<file path="src/rtl/mul_pkg.sv">
// Shared parameters and state encoding for the multiply unit's carry-propagate resolver.
package mul_pkg;

  localparam int unsigned WIDTH    = 55;
  localparam int unsigned CHUNK    = 8;
  localparam int unsigned TAG_W    = 4;
  localparam int unsigned NCHUNK   = (WIDTH + CHUNK - 1) / CHUNK;
  localparam int unsigned KW       = (NCHUNK > 1) ? $clog2(NCHUNK) : 1;
  localparam int unsigned IW       = $clog2(WIDTH);
  // Real bits in the top chunk; the remainder of that chunk adder is zero padding.
  localparam int unsigned TOP_BITS = WIDTH - (NCHUNK - 1) * CHUNK;

  typedef enum logic [1:0] {
    StIdle = 2'd0,
    StAdd  = 2'd1,
    StDone = 2'd2
  } state_e;

endpackage

</file>
<file path="src/rtl/carry_save_resolver_if.sv">
// Issue/result handshake bundle between the Wallace tree, the resolver and the data bus.
interface carry_save_resolver_if;
  import mul_pkg::*;

  logic             flush;
  logic             in_valid;
  logic             in_ready;
  logic [WIDTH-1:0] sum_vec;
  logic [WIDTH-1:0] carry_vec;
  logic [TAG_W-1:0] in_tag;
  logic             out_valid;
  logic             out_ready;
  logic [WIDTH-1:0] result;
  logic             carry_out;
  logic [TAG_W-1:0] out_tag;

  modport master (
    output flush, in_valid, sum_vec, carry_vec, in_tag, out_ready,
    input  in_ready, out_valid, result, carry_out, out_tag
  );

  modport slave (
    input  flush, in_valid, sum_vec, carry_vec, in_tag, out_ready,
    output in_ready, out_valid, result, carry_out, out_tag
  );

endinterface

</file>
<file path="src/rtl/cpa_chunk.sv">
// Combinational chunk adder shared across all chunk positions of the resolver.
module cpa_chunk #(
  parameter int unsigned Width = 8
) (
  input  logic [Width-1:0] a,
  input  logic [Width-1:0] b,
  input  logic             cin,
  output logic [Width-1:0] s,
  output logic             cout
);

  assign {cout, s} = {1'b0, a} + {1'b0, b} + {{Width{1'b0}}, cin};

endmodule

</file>
<file path="src/rtl/carry_save_resolver.sv">
// Resolves a carry-save sum/carry pair into a binary product one chunk per cycle.
module carry_save_resolver
  import mul_pkg::*;
(
  input  logic                 clk,
  input  logic                 reset,
  carry_save_resolver_if.slave bus
);

  state_e           state_q, state_d;
  logic [KW-1:0]    k_q, k_d;
  logic [WIDTH-1:0] sum_q, sum_d;
  logic [WIDTH-1:0] carry_q, carry_d;
  logic [WIDTH-1:0] result_q, result_d;
  logic             cin_q, cin_d;
  logic             cout_q, cout_d;
  logic [TAG_W-1:0] tag_q, tag_d;

  logic [CHUNK-1:0] a, b, s;
  logic             cout;
  logic             final_carry;
  int unsigned      chunk_base;

  assign chunk_base = 32'(k_q) * CHUNK;

  // Bits past WIDTH in the top chunk read as zero.
  always_comb begin
    a = '0;
    b = '0;
    for (int unsigned i = 0; i < CHUNK; i++) begin
      if (chunk_base + i < WIDTH) begin
        a[i] = sum_q[IW'(chunk_base + i)];
        b[i] = carry_q[IW'(chunk_base + i)];
      end
    end
  end

  cpa_chunk #(
    .Width(CHUNK)
  ) u_cpa (
    .a   (a),
    .b   (b),
    .cin (cin_q),
    .s   (s),
    .cout(cout)
  );

  // With a padded top chunk, the carry out of bit WIDTH-1 lands in the first pad bit.
  if (TOP_BITS < CHUNK) begin : g_pad
    assign final_carry = s[TOP_BITS];
  end else begin : g_nopad
    assign final_carry = cout;
  end

  always_comb begin
    state_d  = state_q;
    k_d      = k_q;
    sum_d    = sum_q;
    carry_d  = carry_q;
    result_d = result_q;
    cin_d    = cin_q;
    cout_d   = cout_q;
    tag_d    = tag_q;

    if (bus.flush) begin
      state_d = StIdle;
    end else begin
      unique case (state_q)
        StIdle: begin
          if (bus.in_valid) begin
            state_d = StAdd;
            sum_d   = bus.sum_vec;
            carry_d = bus.carry_vec;
            tag_d   = bus.in_tag;
            cin_d   = 1'b0;
            k_d     = '0;
          end
        end
        StAdd: begin
          for (int unsigned i = 0; i < CHUNK; i++) begin
            if (chunk_base + i < WIDTH) begin
              result_d[IW'(chunk_base + i)] = s[i];
            end
          end
          cin_d = cout;
          k_d   = k_q + 1'b1;
          if (k_q == KW'(NCHUNK - 1)) begin
            state_d = StDone;
            cout_d  = final_carry;
            k_d     = '0;
          end
        end
        StDone: begin
          if (bus.out_ready) begin
            state_d = StIdle;
          end
        end
        default: state_d = StIdle;
      endcase
    end
  end

  always_ff @(posedge clk) begin
    if (reset) begin
      state_q  <= StIdle;
      k_q      <= '0;
      sum_q    <= '0;
      carry_q  <= '0;
      result_q <= '0;
      cin_q    <= 1'b0;
      cout_q   <= 1'b0;
      tag_q    <= '0;
    end else begin
      state_q  <= state_d;
      k_q      <= k_d;
      sum_q    <= sum_d;
      carry_q  <= carry_d;
      result_q <= result_d;
      cin_q    <= cin_d;
      cout_q   <= cout_d;
      tag_q    <= tag_d;
    end
  end

  assign bus.in_ready  = (state_q == StIdle);
  assign bus.out_valid = (state_q == StDone);
  assign bus.result    = result_q;
  assign bus.carry_out = cout_q;
  assign bus.out_tag   = tag_q;

endmodule

</file>
<file path="src/flat_wrapper.sv">
// flat-port wrapper written by rule: the top's interface ports become plain ports
module carry_save_resolver_flat import mul_pkg::*;
  (clk, reset, bus_flush, bus_in_valid, bus_sum_vec, bus_carry_vec, bus_in_tag, bus_out_ready, bus_in_ready, bus_out_valid, bus_result, bus_carry_out, bus_out_tag);
  carry_save_resolver_if bus_i ();
  input  logic clk;
  input  logic reset;
  input wire logic [$bits(bus_i.flush)-1:0] bus_flush;
  input wire logic [$bits(bus_i.in_valid)-1:0] bus_in_valid;
  input wire logic [$bits(bus_i.sum_vec)-1:0] bus_sum_vec;
  input wire logic [$bits(bus_i.carry_vec)-1:0] bus_carry_vec;
  input wire logic [$bits(bus_i.in_tag)-1:0] bus_in_tag;
  input wire logic [$bits(bus_i.out_ready)-1:0] bus_out_ready;
  output wire logic [$bits(bus_i.in_ready)-1:0] bus_in_ready;
  output wire logic [$bits(bus_i.out_valid)-1:0] bus_out_valid;
  output wire logic [$bits(bus_i.result)-1:0] bus_result;
  output wire logic [$bits(bus_i.carry_out)-1:0] bus_carry_out;
  output wire logic [$bits(bus_i.out_tag)-1:0] bus_out_tag;
  assign bus_i.flush = bus_flush;
  assign bus_i.in_valid = bus_in_valid;
  assign bus_i.sum_vec = bus_sum_vec;
  assign bus_i.carry_vec = bus_carry_vec;
  assign bus_i.in_tag = bus_in_tag;
  assign bus_i.out_ready = bus_out_ready;
  assign bus_in_ready = bus_i.in_ready;
  assign bus_out_valid = bus_i.out_valid;
  assign bus_result = bus_i.result;
  assign bus_carry_out = bus_i.carry_out;
  assign bus_out_tag = bus_i.out_tag;
  carry_save_resolver u_core (.clk(clk), .reset(reset), .bus(bus_i));
endmodule
</file>
<file path="config.mk">
export PLATFORM = sky130hd
export DESIGN_NAME = carry_save_resolver_flat
export DESIGN_NICKNAME = d
export VERILOG_FILES = /design/src/rtl/mul_pkg.sv /design/src/rtl/carry_save_resolver_if.sv /design/src/rtl/cpa_chunk.sv /design/src/rtl/carry_save_resolver.sv /design/src/flat_wrapper.sv
export SDC_FILE = /design/constraint.sdc
export NUM_CORES = 1
export LEC_CHECK = 0
export BUFFER_PORTS_ARGS = -buffer_cell sky130_fd_sc_hd__buf_4
export CORE_ASPECT_RATIO = 0.8
export CORE_MARGIN = 3
export CORE_UTILIZATION = 35
export CTS_BUF_LIST = sky130_fd_sc_hd__clkbuf_8
export CTS_CLUSTER_SIZE = 24
export DETAILED_ROUTE_END_ITERATION = 7
export GPL_TIMING_DRIVEN = 0
export RECOVER_POWER = 100
export REMOVE_ABC_BUFFERS = 1
export SLEW_MARGIN = 10
export SYNTH_ARGS = -nofsm -noshare
export SYNTH_HDL_FRONTEND = slang
export SYNTH_HIERARCHICAL = 1
export SYNTH_SLANG_ARGS = --single-unit
</file>
<file path="constraint.sdc">
create_clock -name clk -period 3 [get_ports clk]
set_clock_uncertainty 0.1 [all_clocks]
set_input_delay 0.15 -clock clk [delete_from_list [all_inputs] [get_ports clk]]
set_output_delay 0.15 -clock clk [all_outputs]
set_load 0.05 [all_outputs]
</file>
==> results.py, run 1 <==
metrics = {
    "placed_design": {
        "portBuffers": 180,
        "dp.cells": 1285,
        "place_congestion": 0.7191,
        "dp_hpwl_mm": 14.47,
    },
    "routing": {
        "first_pass_iters": 4,
        "drt_iter0_markers": 490,
        "drcViolationCount": 0,
        "vias": 7070,
        "post_drt_wl_per_cell_microns": 16.24,
        "drt-total-wl_mm": 23.84,
        "antenna_left": 0,
        "avgViaCountPerCell": 4.816,
    },
    "floorplan": {
        "die_y_microns": 138.9,
        "ioPinCount": 181,
        "die_area_sq_um": 23910,
        "fp.coreArea_sq_um": 21170,
        "start_util_pct": 36.50,
        "row_count": 47,
        "die_w_microns": 172.1,
    },
    "synthesis": {
        "synth_flop_cell": "dfxtp_1",
        "synth_cells": 890,
        "synth_area_per_cell_sq_um": 8.682,
        "ys_async_sr_fraction_pct": 0,
        "ys_warn_count": 6,
        "synth_cell_type_count": 49,
        "ys_seq_area_share_pct": 45.60,
        "ys_seq_elements": 176,
        "syn_area_sq_um": 7727,
        "synth_edf_count": 0,
    },
    "critical_path": {
        "cp_slowest_cell": "dfxtp_4",
        "crit_required_ns": 3.28,
        "reg2reg_from": "u_core/k_q[2]$_SDFFE_PP0P_",
        "cp_max_fo": 8,
        "end_kind": "flip-flop",
        "ff2ff_path_depth": 14,
        "cp_cell_sequence": "buf_12 -> nor2b_4 -> buf_4 -> a22o_1 -> a31oi_2 -> inv_1 -> fa_2 -> nor2b_4 -> o21ai_2 -> a21oi_2 -> a211oi_2 -> xnor2_1 -> nand2b_2 -> mux2i_1",
        "critPathMostFrequentCell": "nor2b_4",
        "slowest_delay_ns": 0.42,
        "path_class": "flip-flop to flip-flop",
        "cp.arrival_ns": 3.27,
        "crit_path_start_kind": "flip-flop",
        "rrSetupSlack_ns": 0.01,
        "r2r-end": "u_core/bus.result[38]$_SDFFE_PP0P_",
    },
    "power_and_ir_drop": {
        "p_leak_uw": 0.004403,
        "ir_drop_mv": 0.2671,
        "power_uw": 4876,
        "power_density_nw_per_um2": 436.9,
    },
    "sta": {
        "setup_viol": 0,
        "rsz0062_at_grt": "true",
        "slew_viol_final": 0,
        "layout_min_cycle_time_ns": 2.986,
        "slew_headroom_pct": 10.03,
        "final_hold_viol_count": 0,
        "period_share_pct": 99.54,
        "worst_pin_slew_ns": 1.350,
        "fmax_mhz": 334.9,
    },
    "clock_tree": {
        "clk_pin_slew_ns": 0.09,
        "clk-insertion-delay-late_ns": 0.47,
        "h-tree-depth": 4,
        "cts-buffers-inserted": 17,
        "cts_tree": "built",
        "clkSinkCount": 176,
        "cts_buffer_depth": 2,
        "cts_root_buf": "clkbuf_8",
    },
    "finish": {
        "layoutNonFillerInstCount": 1468,
        "n_fill_cell": 2001,
        "syn_to_final_growth_pct": 44.43,
        "multi_input_area_sq_um": 4035,
        "final_nets": 1314,
        "regArea_sq_um": 3535,
        "layout-drive-gt1-share_pct": 20.85,
        "antenna_cells": 0,
    },
    "global_route": {
        "grt_antenna_before_repair": 0,
        "grt_overflow": 0,
        "grt_usage_pct": 19.52,
        "grt_pass1_wl_mm": 37.07,
        "first_global_vias": 6894,
        "grt_max_degree": 103,
    },
    "min_path": {
        "holdPathStages": 2,
        "holdPathEnd": "u_core/carry_q[41]$_SDFFE_PP0P_",
        "hp-class": "primary input to flip-flop",
        "hp-start": "reset",
    },
    "flow_run": {
        "drv_cap": 0,
    },
    "run_status": {
        "status": "completed",
    },
}
## how the worst max path moves through the flow
stage | from | endpoint | slack [ns]
detailed placement | u_core/k_q[1]$_SDFFE_PP0P_ | u_core/bus.result[38]$_SDFFE_PP0P_ | -1.32
floorplan | u_core/k_q[0]$_SDFFE_PP0P_ | u_core/bus.result[22]$_SDFFE_PP0P_ | -1.30
global route | u_core/k_q[2]$_SDFFE_PP0P_ | u_core/bus.result[38]$_SDFFE_PP0P_ | -0.12
finish | u_core/k_q[2]$_SDFFE_PP0P_ | u_core/bus.result[38]$_SDFFE_PP0P_ | 0.01
global placement | u_core/k_q[0]$_SDFFE_PP0P_ | u_core/bus.result[46]$_SDFFE_PP0P_ | -2.83
CTS | u_core/k_q[2]$_SDFFE_PP0P_ | u_core/bus.result[15]$_SDFFE_PP0P_ | 0.004
## critical path: cells and delay by family (launching register included)
kind,cells,cell delay [ns]
compound gates,5,0.79
flops,1,0.42
mux,1,0.16
fa+ha+maj,1,0.40
buf+inv,3,0.42
simple gates,3,0.42
xor+xnor,1,0.19
## registers in the layout, indices dropped and copies added (netlist names)
name / count
u_core/bus.carry_out: 1
u_core/state_q: 2
u_core/bus.result: 55
u_core/carry_q: 55
u_core/cin_q: 1
u_core/bus.out_tag: 4
u_core/sum_q: 55
u_core/k_q: 3
## through the flow
stage | area (sq um) | TNS (ns) | setup slack [ns] | util [%] | hold slack, ns
floorplan | 7392 | -114.74 | -1.298 | - | 0.1191
global placement | 9080 | -394.22 | -2.831 | 42.89 | 0.2992
detailed placement | 9285 | -50.66 | -1.320 | 43.86 | 0.3056
CTS | 11280 | 0 | 0.003826 | 53.27 | 0.05418
global route | 11160 | -1.529 | -0.1194 | 52.72 | 0.07069
finish | 11160 | 0 | 0.01381 | 52.72 | 0.06960
## cell usage after synthesis (7+ instances only)
library cell  instances  share of area, %
nand2_1             248                12
buf_2                19               1.2
clkbuf_1             38               1.8
a31oi_1               8              0.65
dfxtp_1             176                46
nor2_1                7              0.34
mux2i_1             100                13
a21oi_1             121               7.8
or2_2                 8              0.65
nand2b_1             66               5.3
buf_6                 8               1.2
a22o_1                7              0.79
ha_1                  7               1.1
## report_power, final
part           leakage (uW)  total [uW]  internal [uW]  switching, uW
sequential          0.00143        2440           2410           38.3
combinational       0.00275         656            355            301
clock              0.000223        1780            864            912
## what timing repair did
item,4_1_cts,5_1_grt
setup buffers,27,4
hold buffers,119,0
pin swaps,8,12
gates cloned,1,0
resized for setup,21,20
endpoints found under the hold margin,119,0
endpoints found under the setup margin,57,26
## routing by layer
metal | vias to the layer above | global-route usage [%] | wire length, microns
li1 | 3579 | - | -
met1 | 3317 | 28.28 | 11620
met2 | 160 | 29.87 | 11050
met3 | 14 | 4.161 | 976
met4 | 0 | 4.368 | 196
met5 | - | 0 | 0
## cell families (layout without fill, tap and decap cells)
logic type / after synthesis / after routing / synth area share, %
and+or+nand+nor: 358 / 358 / 21.52
DFF: 176 / 176 / 45.60
AOI/OAI and AO/OA: 166 / 166 / 12.53
muxes: 103 / 103 / 13.39
buffers and inverters: 72 / 381 / 4.631
adders and majority gates: 9 / 9 / 1.652
xor gates and xnor gates: 6 / 6 / 0.6800
## final cells by class
| type | count | share of cell area [%] |
|---|---|---|
| Multi-Input combinational cell | 642 | 36.15 |
| Sequential cell | 176 | 31.67 |
| Timing Repair Buffer | 343 | 25.13 |
| Tap cell | 269 | 3.016 |
| Clock buffer | 18 | 2.220 |
| Clock inverter | 14 | 1.603 |
| Inverter | 6 | 0.2018 |
## layout by cell type, fill, tap and decap left out, drive strengths merged, types with 3 or more instances in the layout
master	count
nand2	250
dfxtp	176
buf	161
a21oi	122
dlygate4sd3	119
mux2i	100
clkbuf	80
nand2b	66
inv	12
or2	8
a31oi	8
a22o	7
nor2	7
ha	7
nor2b	7
o21ai	6
o221a	6
a221oi	6
xnor2	5
clkinv	5
a211oi	4
bufinv	3
mux2	3
nor3b	3
nand3b	3
No activity file was read; power rests on OpenSTA's default activity.
==> run 2: changes to the inputs <==
--- a/config.mk
+++ b/config.mk
@@ -13,6 +13,7 @@
 export CTS_CLUSTER_SIZE = 24
 export DETAILED_ROUTE_END_ITERATION = 7
 export GPL_TIMING_DRIVEN = 0
+export HOLD_SLACK_MARGIN = 0.12
 export RECOVER_POWER = 100
 export REMOVE_ABC_BUFFERS = 1
 export SLEW_MARGIN = 10
==> run 2 against run 1 <==
  * Final area grew 7.5%
  * Non-clock buffer count grew 83
  * Global-route usage grew 1.2 points
  * Clock power is essentially flat
  * Worst setup slack lost 0.0071 ns
  * Maximum frequency shrank 0.24%
  * Die area is the same
  * Sequential power is essentially flat
  * Clock-buffer cell count is the same
  * Wire length grew 5.3%
==> results.py, run 2 (same netlist as run 1, synthesis figures left out) <==
metrics = {
    "flow_run": {
        "drv_cap": 0,
    },
    "critical_path": {
        "ff2ff_path_depth": 14,
        "rrSetupSlack_ns": 0.007,
        "crit_path_start_kind": "flip-flop",
        "path_class": "flip-flop to flip-flop",
        "r2r-end": "u_core/bus.result[38]$_SDFFE_PP0P_",
        "reg2reg_from": "u_core/k_q[0]$_SDFFE_PP0P_",
        "critPathLaunch": "u_core/k_q[0]$_SDFFE_PP0P_",
        "cp_max_fo": 7,
        "crit_required_ns": 3.29,
        "end_kind": "flip-flop",
        "cp.arrival_ns": 3.28,
    },
    "power_and_ir_drop": {
        "switchingPower_uw": 1288,
        "combPwrFrac_pct": 14.8,
        "ir_drop_mv": 0.2833,
        "p_leak_uw": 0.004940,
        "p_clk_share_pct": 36.1,
        "swShare_pct": 25.90,
        "internal_power_uw": 3683,
        "power_density_nw_per_um2": 414.4,
        "seqPwrFrac_pct": 49.2,
    },
    "clock_tree": {
        "h-tree-depth": 4,
        "clk-insertion-delay-late_ns": 0.47,
        "cts_root_buf": "clkbuf_8",
        "cts-buffers-inserted": 17,
        "clk_pin_slew_ns": 0.10,
        "cts_buffer_depth": 2,
        "clkSinkCount": 176,
        "cts_tree": "built",
    },
    "global_route": {
        "first_global_vias": 7543,
        "grt_max_degree": 103,
        "grt_overflow": 0,
        "grt_usage_pct": 20.71,
        "grt_antenna_before_repair": 0,
        "grt_pass1_wl_mm": 39.57,
    },
    "sta": {
        "layout_min_cycle_time_ns": 2.993,
        "rsz0062_at_grt": "true",
        "tns_ns": 0,
        "slew_viol_final": 0,
        "period_share_pct": 99.78,
        "slew_headroom_pct": 32.89,
        "worst_pin_slew_ns": 0.9931,
        "final_hold_viol_count": 0,
        "setup_viol": 0,
        "fmax_mhz": 334.1,
    },
    "routing": {
        "post_drt_wl_per_cell_microns": 16.19,
        "vias": 7476,
        "drt_iter0_markers": 471,
        "antenna_left": 0,
        "drt-total-wl_mm": 25.12,
        "avgViaCountPerCell": 4.820,
        "first_pass_iters": 5,
        "drcViolationCount": 0,
    },
    "placed_design": {
        "portBuffers": 180,
        "place_area_sq_um": 9285,
        "dp_hpwl_mm": 14.47,
        "place_congestion": 0.7191,
    },
    "floorplan": {
        "row_count": 47,
        "die_w_microns": 172.1,
        "start_util_pct": 36.50,
        "die_area_sq_um": 23910,
        "fp.coreArea_sq_um": 21170,
        "ioPinCount": 181,
        "die_y_microns": 138.9,
    },
    "min_path": {
        "hp-class": "primary input to flip-flop",
        "holdPathStages": 3,
        "holdPathEnd": "u_core/sum_q[10]$_SDFFE_PP0P_",
        "hp-start": "reset",
    },
    "finish": {
        "final_nets": 1397,
        "syn_to_final_growth_pct": 55.23,
        "fin_util_pct": 56.66,
        "final_design_area_no_fill_sq_um": 12000,
        "layout-drive-gt1-share_pct": 19.58,
        "mostFrequentLayoutCell": "nand2_1",
        "antenna_cells": 0,
        "final_cell_mix": "248 x nand2_1, 201 x dlygate4sd3_1, 173 x dfxtp_1, 142 x buf_4, 118 x a21oi_1",
    },
    "run_status": {
        "status": "completed",
    },
}
==> run 2: changes by cell type in the layout (fill, tap and decap cells not counted), sizes merged <==
| cell | before | now |
|---|---|---|
| dlygate4sd3 | 119 | 201 |
| buf | 161 | 162 |
| bufbuf | 1 | 0 |
| clkbuf | 80 | 81 |
==> run 2: power by group through the flow <==
stage | sequential, uW | clock (uW) | combinational, uW
2_1_floorplan | 2510 | 0 | 226
3_3_place_gp | 2510 | 0 | 477
3_5_place_dp | 2510 | 0 | 495
4_1_cts | 2440 | 1830 | 714
5_1_grt | 2450 | 1930 | 797
6_report | 2440 | 1790 | 733
==> run 2: how the worst max path moves through the flow <==
stage	cells after the start	slack [ns]	to
floorplan	13	-1.30	u_core/bus.result[22]$_SDFFE_PP0P_
global placement	13	-2.83	u_core/bus.result[46]$_SDFFE_PP0P_
detailed placement	13	-1.32	u_core/bus.result[38]$_SDFFE_PP0P_
CTS	13	0.004	u_core/bus.result[15]$_SDFFE_PP0P_
global route	14	-0.09	u_core/bus.result[38]$_SDFFE_PP0P_
finish	14	0.007	u_core/bus.result[38]$_SDFFE_PP0P_
==> run 2: final cells by class <==
| cell class | count | area, sq um |
|---|---|---|
| clock buffers | 18 | 247.7 |
| repair buffers | 426 | 3642 |
| well taps | 269 | 336.6 |
| multi-input cells | 642 | 4033 |
| fillers | 1938 | 9175 |
| clock inverters | 14 | 178.9 |
| flip-flops and latches | 176 | 3535 |
| inverters | 6 | 22.52 |
==> run 2: worst max-delay path: stages (launching register included) <==
cell	delay, ns
dfxtp_4	0.37
buf_12	0.14
buf_12	0.13
o221a_4	0.26
a221oi_4	0.28
fa_2	0.29
inv_2	0.04
fa_2	0.36
nor2b_4	0.12
o21ai_2	0.07
a21oi_2	0.17
a211oi_2	0.06
xnor2_1	0.19
nand2b_2	0.17
mux2i_1	0.16
==> run 2: timing repair <==
item / CTS / global route
hold buffers: 201 / 0
resized for setup: 21 / 23
endpoints found under the setup margin: 57 / 26
buffers inserted: 27 / 5
pin swaps: 8 / 14
gates cloned: 1 / 0
hold endpoints to repair: 122 / 0
==> run 2: layer usage <==
metal  part of all wire (%)  track usage (%)  up-vias
met5                      0                0        -
met4                   0.99            4.494        0
met3                    3.7            3.904       16
met2                     48            33.24      168
met1                     48            29.05     3543
li1                       -                -     3749
==> run 2: per-stage QoR <==
stage | hold slack [ns] | setup slack, ns | power, uW | cells
2_1_floorplan | 0.1191 | -1.298 | 2739 | 824
3_3_place_gp | 0.2992 | -2.831 | 2987 | 1273
3_5_place_dp | 0.3056 | -1.320 | 3000 | 1285
4_1_cts | 0.3468 | 0.003826 | 4989 | 1546
5_1_grt | 0.3696 | -0.08746 | 5186 | 1551
6_report | 0.3565 | 0.006733 | 4971 | 1551
==> run 3: changes to the inputs <==
==> constraint.sdc (replaced) <==
create_clock -name clk -period 3.75 [get_ports clk]
set_clock_uncertainty 0.1 [all_clocks]
set_input_delay 0.1875 -clock clk [delete_from_list [all_inputs] [get_ports clk]]
set_output_delay 0.1875 -clock clk [all_outputs]
set_load 0.05 [all_outputs]
==> run 3 against run 2 <==
  * Register-to-register slack improved by 0.21 ns
  * Via count decreased by 2.9%
  * Combinational power decreased by 26%
  * Sequential share of layout area up 1.8 points
  * Maximum frequency decreased by 15%
  * The flow now finishes with violations (max-capacitance violations, max-slew violations)
  * Clock power down 21%
  * Final area is 5.9% lower
  * Sequential cell count is the same
  * Largest power group unchanged
==> results.py, run 3 (same netlist as run 1, synthesis figures left out) <==
metrics = {
    "finish": {
        "layout-drive-gt1-share_pct": 15.45,
        "antenna_cells": 0,
        "mostFrequentLayoutCell": "nand2_1",
        "n_fill_cell": 1996,
        "syn_to_final_growth_pct": 46.11,
        "final_nets": 1345,
        "regArea_sq_um": 3535,
        "layoutNonFillerInstCount": 1499,
        "final_cell_mix": "249 x nand2_1, 181 x dlygate4sd3_1, 173 x dfxtp_1, 121 x a21oi_1, 117 x buf_4",
        "final_design_area_no_fill_sq_um": 11290,
        "multi_input_area_sq_um": 3844,
    },
    "critical_path": {
        "end_kind": "flip-flop",
        "crit_path_start_kind": "flip-flop",
        "crit_required_ns": 3.97,
        "cp.arrival_ns": 3.76,
        "path_class": "flip-flop to flip-flop",
        "cp_max_fo": 31,
    },
    "routing": {
        "post_drt_wl_per_cell_microns": 15.71,
        "avgViaCountPerCell": 4.845,
        "antenna_left": 0,
        "vias": 7262,
        "drcViolationCount": 0,
        "first_pass_iters": 7,
        "drt-total-wl_mm": 23.55,
        "drt_iter0_markers": 432,
    },
    "power_and_ir_drop": {
        "internal_power_uw": 2918,
        "combPwrFrac_pct": 13.8,
        "power_density_nw_per_um2": 347.3,
        "p_leak_uw": 0.004628,
        "ir_drop_mv": 0.2270,
        "p_clk_share_pct": 36.3,
        "swShare_pct": 25.58,
        "switchingPower_uw": 1003,
        "seqPwrFrac_pct": 49.9,
    },
    "floorplan": {
        "ioPinCount": 181,
        "die_area_sq_um": 23910,
        "row_count": 47,
        "die_w_microns": 172.1,
        "die_y_microns": 138.9,
        "start_util_pct": 36.50,
        "fp.coreArea_sq_um": 21170,
    },
    "placed_design": {
        "place_congestion": 0.7191,
        "place_area_sq_um": 9285,
        "portBuffers": 180,
        "dp.cells": 1285,
        "dp_hpwl_mm": 14.47,
    },
    "sta": {
        "fmax_mhz": 282.8,
        "worst_pin_slew_ns": 1.637,
        "final_hold_viol_count": 0,
        "tns_ns": 0,
        "fin_hold_ws_ns": 0.1421,
        "layout_min_cycle_time_ns": 3.536,
        "slew_headroom_pct": -10.64,
        "setup_viol": 0,
        "rsz0062_at_grt": "false",
        "slew_viol_final": 5,
        "period_share_pct": 94.29,
    },
    "global_route": {
        "grt_pass1_wl_mm": 37.32,
        "grt_antenna_before_repair": 0,
        "first_global_vias": 7194,
        "grt_usage_pct": 19.42,
        "grt_overflow": 0,
        "grt_max_degree": 103,
    },
    "clock_tree": {
        "cts-buffers-inserted": 17,
        "cts_root_buf": "clkbuf_8",
        "clk-insertion-delay-late_ns": 0.46,
        "cts_tree": "built",
        "clkSinkCount": 176,
        "h-tree-depth": 4,
        "clk_pin_slew_ns": 0.09,
        "cts_buffer_depth": 2,
    },
    "run_status": {
        "violations": "max-capacitance violations, max-slew violations",
        "status": "finished, violations left",
    },
    "flow_run": {
        "drv_cap": 1,
    },
    "min_path": {
        "hp-class": "primary input to flip-flop",
    },
}
==> run 3: cell count changes in the layout (fill, tap and decap cells not counted), sizes merged <==
cell / previous run / this run
dlygate4sd3: 201 / 181
buf: 162 / 129
dlymetal6s2s: 0 / 1
==> run 3: timing repair <==
| item | CTS | global route |
|---|---|---|
| pin swaps | 0 | 0 |
| setup endpoints to repair | 43 | 7 |
| setup buffers | 1 | 0 |
| hold buffers | 181 | 0 |
| hold endpoints to repair | 122 | 0 |
| gates resized for setup | 4 | 2 |
==> run 3: power groups by stage <==
stage          combinational, uW  clock (uW)  sequential, uW
6_report                     540        1420            1960
3_3_place_gp                 382           0            2010
3_5_place_dp                 396           0            2000
5_1_grt                      590        1540            1970
4_1_cts                      539        1470            1960
2_1_floorplan                181           0            2010
==> run 3: layout make-up <==
class | instances | area share (%)
Clock buffer | 18 | 2.194
Inverter | 6 | 0.1995
Clock inverter | 14 | 1.585
Multi-Input combinational cell | 642 | 34.04
Timing Repair Buffer | 374 | 27.69
Sequential cell | 176 | 31.31
Tap cell | 269 | 2.981
==> run 3: per-layer routing <==
layer  vias up  wire length, microns  GRT usage [%]
met1      3447                 11380          27.70
met3        13                  1005          3.505
li1       3638                     -              -
met2       164                 11000          30.61
met5         -                     0              0
met4         0                   164          4.452
==> run 3: through the flow <==
| stage | total power [uW] | setup slack [ns] | utilization (%) |
|---|---|---|---|
| detailed placement | 2400 | -0.5704 | 43.86 |
| finish | 3921 | 0.2143 | 53.33 |
| floorplan | 2191 | -0.5478 | - |
| CTS | 3962 | 0.02230 | 54.54 |
| global route | 4098 | 0.03431 | 53.33 |
| global placement | 2389 | -2.081 | 42.89 |
==> run 3: path summary, 6_finish.rpt <==
| path | depth (start not counted) | from | slack [ns] | end |
|---|---|---|---|---|
| setup / recovery | 13 | u_core/k_q[2]$_SDFFE_PP0P_ | 0.21 | u_core/bus.result[38]$_SDFFE_PP0P_ |
| hold / removal | 2 | reset | 0.14 | u_core/carry_q[50]$_SDFFE_PP0P_ |
| setup reg to reg | 13 | u_core/k_q[2]$_SDFFE_PP0P_ | 0.21 | u_core/bus.result[38]$_SDFFE_PP0P_ |
| hold reg to reg | 2 | u_core/carry_q[22]$_SDFFE_PP0P_ | 0.36 | u_core/carry_q[22]$_SDFFE_PP0P_ |
==> run 3: critical path, cell delays in order, from the launching register on <==
cell	delay, ns
dfxtp_4	0.66
nand2_1	0.11
o221a_2	0.29
a221oi_1	0.48
fa_1	0.30
inv_1	0.06
fa_1	0.43
nor2b_4	0.13
o21ai_2	0.06
a21oi_2	0.18
a211oi_2	0.07
xnor2_1	0.13
nand2b_1	0.26
mux2i_1	0.12
